**config.mk**
```make
export PLATFORM = sky130hd
export DESIGN_NAME = uart_cmd_parser
export DESIGN_NICKNAME = d
export VERILOG_FILES = /design/src/rtl/md5c_pkg.sv /design/src/rtl/uart_cmd_parser.sv
export SDC_FILE = /design/constraint.sdc
export NUM_CORES = 1
export LEC_CHECK = 0
export ABC_AREA = 1
export CORE_AREA = 2 2 121 123
export CTS_CLUSTER_SIZE = 12
export DETAILED_ROUTE_END_ITERATION = 16
export DIE_AREA = 0 0 123 125
export HOLD_SLACK_MARGIN = 0.06
export PLACE_DENSITY = 0.84
export SLEW_MARGIN = 25
export SYNTH_ARGS = -nofsm -noshare
export SYNTH_HDL_FRONTEND = slang
export SYNTH_SLANG_ARGS = --single-unit
```
**constraint.sdc**
```tcl
create_clock -name clk_50m -period 2.95 [get_ports clk_50m]
set_input_delay 0.4425 -clock clk_50m [delete_from_list [all_inputs] [get_ports clk_50m]]
set_output_delay 0.4425 -clock clk_50m [all_outputs]
set_load 0.05 [all_outputs]
```
**src/rtl/md5c_pkg.sv**
```systemverilog
// Shared definitions for the MD5 cracker command path: frame constants,
// opcodes (also used by the tx-side response serializer) and parser states.
package md5c_pkg;

    localparam logic [7:0] CMD_SOF     = 8'hA5;

    localparam logic [7:0] OP_SET_HASH = 8'h01;
    localparam logic [7:0] OP_START    = 8'h02;
    localparam logic [7:0] OP_STATUS   = 8'h03;

    typedef enum logic [2:0] {
        S_HUNT,
        S_OP,
        S_LEN,
        S_PAY,
        S_CHK,
        S_VALID
    } parser_state_t;

endpackage

```
**src/rtl/uart_cmd_parser.sv**
```systemverilog
// uart_cmd_parser: consumes bytes over the UART rdy/rdy_clr handshake and
// assembles SOF|OP|LEN|payload|CHK frames into a valid/ready command.
// Optional feature: define CMD_TIMEOUT_EN to abort a partial frame after
// TIMEOUT_CYCLES idle cycles (err_timeout pulse); otherwise err_timeout is 0.
module uart_cmd_parser
    import md5c_pkg::*;
#(
    parameter int MAX_PAYLOAD = 16
`ifdef CMD_TIMEOUT_EN
    , parameter int TIMEOUT_CYCLES = 5000000
`endif
) (
    input  logic                     clk_50m,
    input  logic                     rst_n,
    input  logic [7:0]               rx_data,
    input  logic                     rx_rdy,
    output logic                     rx_rdy_clr,
    output logic                     cmd_valid,
    input  logic                     cmd_ready,
    output logic [7:0]               cmd_op,
    output logic [7:0]               cmd_len,
    output logic [8*MAX_PAYLOAD-1:0] cmd_payload,
    output logic                     err_chk,
    output logic                     err_len,
    output logic                     err_timeout
);

    localparam int IDX_W = $clog2(MAX_PAYLOAD + 1);

    parser_state_t    state;
    logic [IDX_W-1:0] idx;
    logic [7:0]       acc;
    logic             consume;

`ifdef CMD_TIMEOUT_EN
    localparam int TMO_W = (TIMEOUT_CYCLES > 1) ? $clog2(TIMEOUT_CYCLES) : 1;
    localparam logic [TMO_W-1:0] TMO_LAST = TMO_W'(TIMEOUT_CYCLES - 1);
    logic [TMO_W-1:0] tmo_cnt;
`else
    assign err_timeout = 1'b0;
`endif

    // rx_rdy_clr masks the byte still showing during its own clear pulse
    assign consume = rx_rdy && !rx_rdy_clr && (state != S_VALID);

    // Frame parser FSM with registered handshake, command and error outputs
    always_ff @(posedge clk_50m or negedge rst_n) begin
        if (!rst_n) begin
            state       <= S_HUNT;
            idx         <= '0;
            acc         <= '0;
            rx_rdy_clr  <= 1'b0;
            cmd_valid   <= 1'b0;
            cmd_op      <= '0;
            cmd_len     <= '0;
            cmd_payload <= '0;
            err_chk     <= 1'b0;
            err_len     <= 1'b0;
`ifdef CMD_TIMEOUT_EN
            err_timeout <= 1'b0;
            tmo_cnt     <= '0;
`endif
        end else begin
            rx_rdy_clr <= consume;
            err_chk    <= 1'b0;
            err_len    <= 1'b0;
`ifdef CMD_TIMEOUT_EN
            err_timeout <= 1'b0;
`endif
            if (state == S_VALID) begin
                if (cmd_valid && cmd_ready) begin
                    cmd_valid <= 1'b0;
                    state     <= S_HUNT;
                end
            end else if (consume) begin
                case (state)
                    S_HUNT: begin
                        acc <= '0;
                        if (rx_data == CMD_SOF) state <= S_OP;
                    end
                    S_OP: begin
                        cmd_op <= rx_data;
                        acc    <= rx_data;
                        state  <= S_LEN;
                    end
                    S_LEN: begin
                        acc <= acc ^ rx_data;
                        if (rx_data > 8'(MAX_PAYLOAD)) begin
                            err_len <= 1'b1;
                            state   <= S_HUNT;
                        end else begin
                            // zero-length frames also refresh len/payload so stale data never shows
                            cmd_len     <= rx_data;
                            cmd_payload <= '0;
                            idx         <= '0;
                            state       <= (rx_data == 8'd0) ? S_CHK : S_PAY;
                        end
                    end
                    S_PAY: begin
                        for (int unsigned i = 0; i < MAX_PAYLOAD; i++) begin
                            if (idx == IDX_W'(i)) cmd_payload[8*i +: 8] <= rx_data;
                        end
                        acc <= acc ^ rx_data;
                        idx <= idx + 1'b1;
                        if (8'(idx) == cmd_len - 8'd1) state <= S_CHK;
                    end
                    S_CHK: begin
                        if (rx_data == acc) begin
                            cmd_valid <= 1'b1;
                            state     <= S_VALID;
                        end else begin
                            err_chk <= 1'b1;
                            state   <= S_HUNT;
                        end
                    end
                    default: state <= S_HUNT;
                endcase
            end
`ifdef CMD_TIMEOUT_EN
            // Inter-byte watchdog; only runs while a frame is partially received
            if (consume || state == S_HUNT || state == S_VALID) begin
                tmo_cnt <= '0;
            end else if (tmo_cnt == TMO_LAST) begin
                tmo_cnt     <= '0;
                err_timeout <= 1'b1;
                state       <= S_HUNT;
            end else begin
                tmo_cnt <= tmo_cnt + 1'b1;
            end
`endif
        end
    end

endmodule
```
==> metrics.csv, run 1 <==
metric;value;unit
detail-route-antenna-nets;0;
initialDrtViolationCount;740;
synth_fp_nets;908;
crit_buf_inv;1;
busiest_layer;met2;
start_util;53.07;%
pre_cts_ws;0.3724;ns
p_leak;4.960;nW
synth_top_cell_by_area;dfrtp_1;
grt-ovfl-total;0;
wl_per_cell;16.24;um
dp_hpwl;13.76;mm
hold_path_class;reg2reg;
avgSynthCellArea;8.470;um^2
ir_drop;0.0007004;V
ios;161;
rsz0062_at_grt;no;
rows;44;
cts.sinks;164;
tightest_slew;0.6784;ns
dieWidth;123;um
use_met1;36.40;%
vias_per_cell;5.432;
worst-path-max-fanout;7;
synth.cell_area;7538;um^2
gp_congestion;0.8594;
fmax;450.5;MHz
ys_types;35;
area_delta_synth_final;29.08;%
cts_root_buf;clkbuf_16;
cp.arrival;1.78;ns
final_hold_viol_count;0;
die-area;15380;um^2
synth-edff-count;0;
pwr_density_cell;1015;nW/um^2
power;0.009879;W
finalCritPeriodShare;75.24;%
post_cts_resized;0;
drive_above_1_share;8.412;%
antenna_found_initial;0;
grt_pass1_wl;32.14;mm
slew_violations;0;
insertion_delay;0.43;ns
cts_made_buffers;17;
grt_use_met2;44.23;%
grt_usage;26.90;%
nets;1064;
ys_warn_count;0;
drtPass1Iterations;5;
yosys-top-cells-area;dfrtp_1 (54%), nand2_1 (18%), nand3_1 (9.9%), buf_6 (2.2%), o21ai_0 (1.7%);
core_area;14200;um^2
async_flop_share;100.0;%
fin_crit;2.220;ns
synth_top_area_share;54.44;%
synth_seq_cells;164;
drt-total-wl;20.17;mm
clk_pin_slew_worst_paths;0.06;ns
cpPeakStageDelay;0.86;ns
synthFlopType;dfrtp_1;
antenna_cells;0;
vias;6747;
cp_slowest_cell;clkdlybuf4s50_1;
status;finished, final reports clean;
io_buffers;159;
met3_usage;4.197;%
drv_cap;0;
grt_max_degree;73;
start_kind;flip-flop;
dieHeight;125;um
cts_max_level;4;
synth_cells;890;
crit_chain;clkdlybuf4s50_1;
end_kind;output pin;
final_util;68.51;%
grt_pass1_vias;6154;
slew_headroom;54.77;%
synth_commonest_cells;nand2_1 (369), dfrtp_1 (164), nand3_1 (149);
clockBufferDepth;2;
cp_top_family;buffers and inverters;
critPathKind;reg2out;
finalClockSkew;0.005517;ns
ys_seq_area_share;54.44;%
cts_tree;built;
setup_tns;0;ns
worst_slack;0.7303;ns
setup_viol;0;
yosysMostFrequentCell;nand2_1;
required;2.51;ns
drc;0;
==> placed cells by master (no fill, tap or decap), types with 6 or more instances in the layout <==
cell / synthesis / routed
clkinv_2: 0 / 6
nand2_2: 18 / 18
inv_2: 8 / 8
nor2_1: 33 / 33
dfrtp_1: 164 / 164
nor2_4: 10 / 10
ha_1: 6 / 6
xnor2_1: 6 / 6
nand2_1: 369 / 369
clkdlybuf4s50_1: 0 / 158
clkbuf_16: 0 / 17
nand3_1: 149 / 149
buf_4: 9 / 8
o21ai_0: 26 / 26
inv_1: 33 / 33
==> final timing paths <==
kind | start | to | slack, ns | cells after the start
min reg2reg | cmd_payload[117]$_DFFE_PN0P_ | cmd_payload[117]$_DFFE_PN0P_ | 0.47 | 2
max in group asynchronous | rst_n | cmd_payload[77]$_DFFE_PN0P_ | 1.56 | 3
max | cmd_len[3]$_DFFE_PN0P_ | cmd_len[3] | 0.73 | 1
min in group asynchronous | rst_n | cmd_payload[67]$_DFFE_PN0P_ | 0.60 | 2
min | cmd_payload[117]$_DFFE_PN0P_ | cmd_payload[117]$_DFFE_PN0P_ | 0.47 | 2
max reg2reg | rx_rdy_clr$_DFF_PN0_ | cmd_payload[21]$_DFFE_PN0P_ | 0.84 | 11
==> sequential cells by signal, summed over array words and instances, names as in the netlist, 3 cells and up <==
name / count
state: 3
cmd_op: 8
acc: 8
cmd_len: 8
cmd_payload: 128
idx: 5
==> cells by family after synthesis <==
group                      synth area share, %
xor gates and xnor gates                 1.278
other                                  0.04974
and+or+nand+nor                          34.37
AOI/OAI and AO/OA                        2.838
buffers and inverters                    6.025
DFF                                      54.44
adders and majority gates               0.9958
==> area by class of cell <==
class,count,area (um^2)
clock buffers,22,464.2
clock inverters,9,56.30
fillers,1119,4473
inverters,44,172.7
multi-input cells,648,2980
flip-flops and latches,164,4104
well taps,184,230.2
repair buffers,171,1723
==> per-layer routing <==
layer / share of wire (%) / vias to the layer above
met4: 1.8 / 0
met3: 7.0 / 32
met5: 0 / -
met1: 42 / 3267
li1: - / 3165
met2: 50 / 283
==> what timing repair did <==
action | 4_1_cts | 5_1_grt
endpoints found under the hold margin | 24 | 0
hold buffers | 1 | 0
setup endpoints to repair | 0 | 0
setup buffers | 0 | 0
==> through the flow <==
stage | hold slack [ns] | cell area, um^2 | cells
5_1_grt | 0.4857 | 9731 | 1242
3_5_place_dp | 0.4580 | 9200 | 1210
6_report | 0.4706 | 9731 | 1242
2_1_floorplan | 0.1469 | 7538 | 890
4_1_cts | 0.4733 | 9731 | 1242
3_3_place_gp | 0.4539 | 9200 | 1210
==> report_power, final <==
group | switching [W] | internal (W)
logic | 0.00332 | 0.00132
registers | 0.000458 | 0.00278
clock network | 0.000881 | 0.00111
total | 0.00466 | 0.00522
(Power assumes the default switching activity.)
==> run 2, diff against run 1 <==
--- a/config.mk
+++ b/config.mk
@@ -6,12 +6,12 @@
 export NUM_CORES = 1
 export LEC_CHECK = 0
 export ABC_AREA = 1
-export CORE_AREA = 2 2 121 123
+export CORE_AREA = 2 2 132 134
 export CTS_CLUSTER_SIZE = 12
 export DETAILED_ROUTE_END_ITERATION = 16
-export DIE_AREA = 0 0 123 125
+export DIE_AREA = 0 0 134 136
 export HOLD_SLACK_MARGIN = 0.06
-export PLACE_DENSITY = 0.84
+export PLACE_DENSITY = 0.75
 export SLEW_MARGIN = 25
 export SYNTH_ARGS = -nofsm -noshare
 export SYNTH_HDL_FRONTEND = slang
==> constraint.sdc (replaced) <==
create_clock -name clk_50m -period 1.9 [get_ports clk_50m]
set_input_delay 0.285 -clock clk_50m [delete_from_list [all_inputs] [get_ports clk_50m]]
set_output_delay 0.285 -clock clk_50m [all_outputs]
set_load 0.05 [all_outputs]
==> run 2 against run 1 <==
Clock power is 58% higher. Clock-buffer cell count decreased by 1. Global-route usage fell by 3.8 points. Via count down 0.21%. Power rose by 58%. Core utilization down 6.8 points. Critical endpoint is now cmd_payload[95]. Highest routed layer unchanged.
==> metrics.csv, run 2 (synthesis gave the netlist of run 1 again) <==
metric;value;unit
grt_pass1_vias;6211;
cts_made_buffers;17;
start_kind;flip-flop;
r2r_end;cmd_payload[122]$_DFFE_PN0P_;
crit_chain;clkdlybuf4s50_1;
top_register;cmd_payload;
detail-route-antenna-nets;0;
rows;48;
cts_setup_buffers;0;
final_hold_viol_count;0;
drv_cap;0;
drt-total-wl;20.61;mm
grt_usage;23.14;%
grt_max_degree;55;
r2r-start;idx[1]$_DFFE_PN0P_;
largest_reg_flops;128;
ir_drop;0.0009592;V
r2r_cells;8;
clockBufferDepth;2;
core_area;16880;um^2
drc;0;
wl_met1;9.143;mm
clk_pin_slew_worst_paths;0.06;ns
layout_common_cells;nand2_1 (363), dfrtp_1 (164), nand3_1 (149);
n_fill_cell;1429;
postPlaceCellArea;9742;um^2
grt-ovfl-total;0;
vias_per_cell;5.051;
slew_headroom;64.07;%
worst-path-max-fanout;2;
final-seq-area;4104;um^2
multi_input_area;3005;um^2
finalClockSkew;0.007457;ns
cp_top_family;buffers and inverters;
gp_congestion;0.8352;
cp-startpoint;cmd_payload[95]$_DFFE_PN0P_;
fin_cells;1333;
setup_viol;0;
finalCritPeriodShare;98.44;%
area_delta_synth_final;38.14;%
cp-endpoint;cmd_payload[95];
dieHeight;136;um
power;0.01563;W
critPathKind;reg2out;
cpPeakStageDelay;0.81;ns
start_util;44.67;%
slew_violations;0;
wl_met2;9.653;mm
tightest_slew;0.5381;ns
die-area;18220;um^2
top_layer;met4;
antenna_found_initial;0;
cp_slowest_cell;clkdlybuf4s50_1;
cts.sinks;164;
ios;161;
drive_above_1_share;14.35;%
reg2reg_slack;0.14;ns
p_leak;6.678;nW
hold_path_class;in2async;
final_util;61.71;%
wl_per_cell;15.46;um
cts_max_level;4;
cp.arrival;1.59;ns
end_kind;output pin;
cp.depth;1;
final_common_cell;nand2_1;
fin_area;10410;um^2
rsz0062_at_grt;no;
status;finished, final reports clean;
dieWidth;134;um
io_buffers;159;
pre_cts_ws;-0.1947;ns
fin_crit;1.870;ns
initialDrtViolationCount;484;
dp_hpwl;14.72;mm
fmax;534.7;MHz
insertion_delay;0.43;ns
crit_buf_inv;1;
pwr_density_cell;1501;nW/um^2
cts_root_buf;clkbuf_16;
nets;1115;
antenna_cells;0;
worst_slack;0.02967;ns
vias;6733;
cts_tree;built;
required;1.62;ns
drtPass1Iterations;5;
grt_pass1_wl;33.10;mm
placed_cells;1302;
met3WireLength;1.504;mm
## run 2: cell count changes in the layout (fill, tap and decap cells not counted), moves of 5 or more
cell             change
clkdlybuf4s50_1    -127
nand2_1              -6
dlygate4sd2_1       +49
buf_4               +52
buf_12              +11
dlymetal6s2s_1      +66
nand2_2              +5
## run 2: how the worst min path moves through the flow
stage                                   to  slack (ns)
2_1_floorplan           acc[0]$_DFFE_PN0P_       -0.01
3_3_place_gp   cmd_payload[29]$_DFFE_PN0P_        0.20
3_5_place_dp   cmd_payload[26]$_DFFE_PN0P_        0.21
4_1_cts        cmd_payload[26]$_DFFE_PN0P_        0.32
5_1_grt        cmd_payload[26]$_DFFE_PN0P_        0.34
6_report       cmd_payload[26]$_DFFE_PN0P_        0.33
## run 2: repair_timing
item	CTS	global route
setup endpoints to repair	49	111
pin swaps	0	0
resized for setup	49	75
hold buffers	1	0
hold endpoints to repair	31	0
gates cloned	0	0
## run 2: final cells by class
cell class | count | area share, %
Inverter | 44 | 1.658
Clock inverter | 9 | 0.7930
Clock buffer | 21 | 4.325
Timing Repair Buffer | 222 | 22.25
Multi-Input combinational cell | 648 | 28.86
Sequential cell | 164 | 39.41
Tap cell | 225 | 2.703
## run 2: per-layer routing
metal | global-route usage, % | vias to the layer above
li1 | - | 3253
met1 | 32.07 | 3208
met2 | 36.38 | 248
met3 | 5.891 | 24
met4 | 6.265 | 0
met5 | 0 | -
## run 2: power breakdown
part           total, W  leakage [nW]  internal (W)  switching [W]
registers       0.00498          2.24       0.00432       0.000660
logic           0.00749          4.17       0.00222        0.00527
clock network   0.00315         0.259       0.00182        0.00133
## run 2: metrics by stage
| stage | setup TNS [ns] | hold slack, ns |
|---|---|---|
| detailed placement | -19.85 | 0.2069 |
| global placement | -15.65 | 0.2013 |
| global route | 0 | 0.3416 |
| finish | 0 | 0.3324 |
| CTS | 0 | 0.3233 |
| floorplan | 0 | -0.01059 |
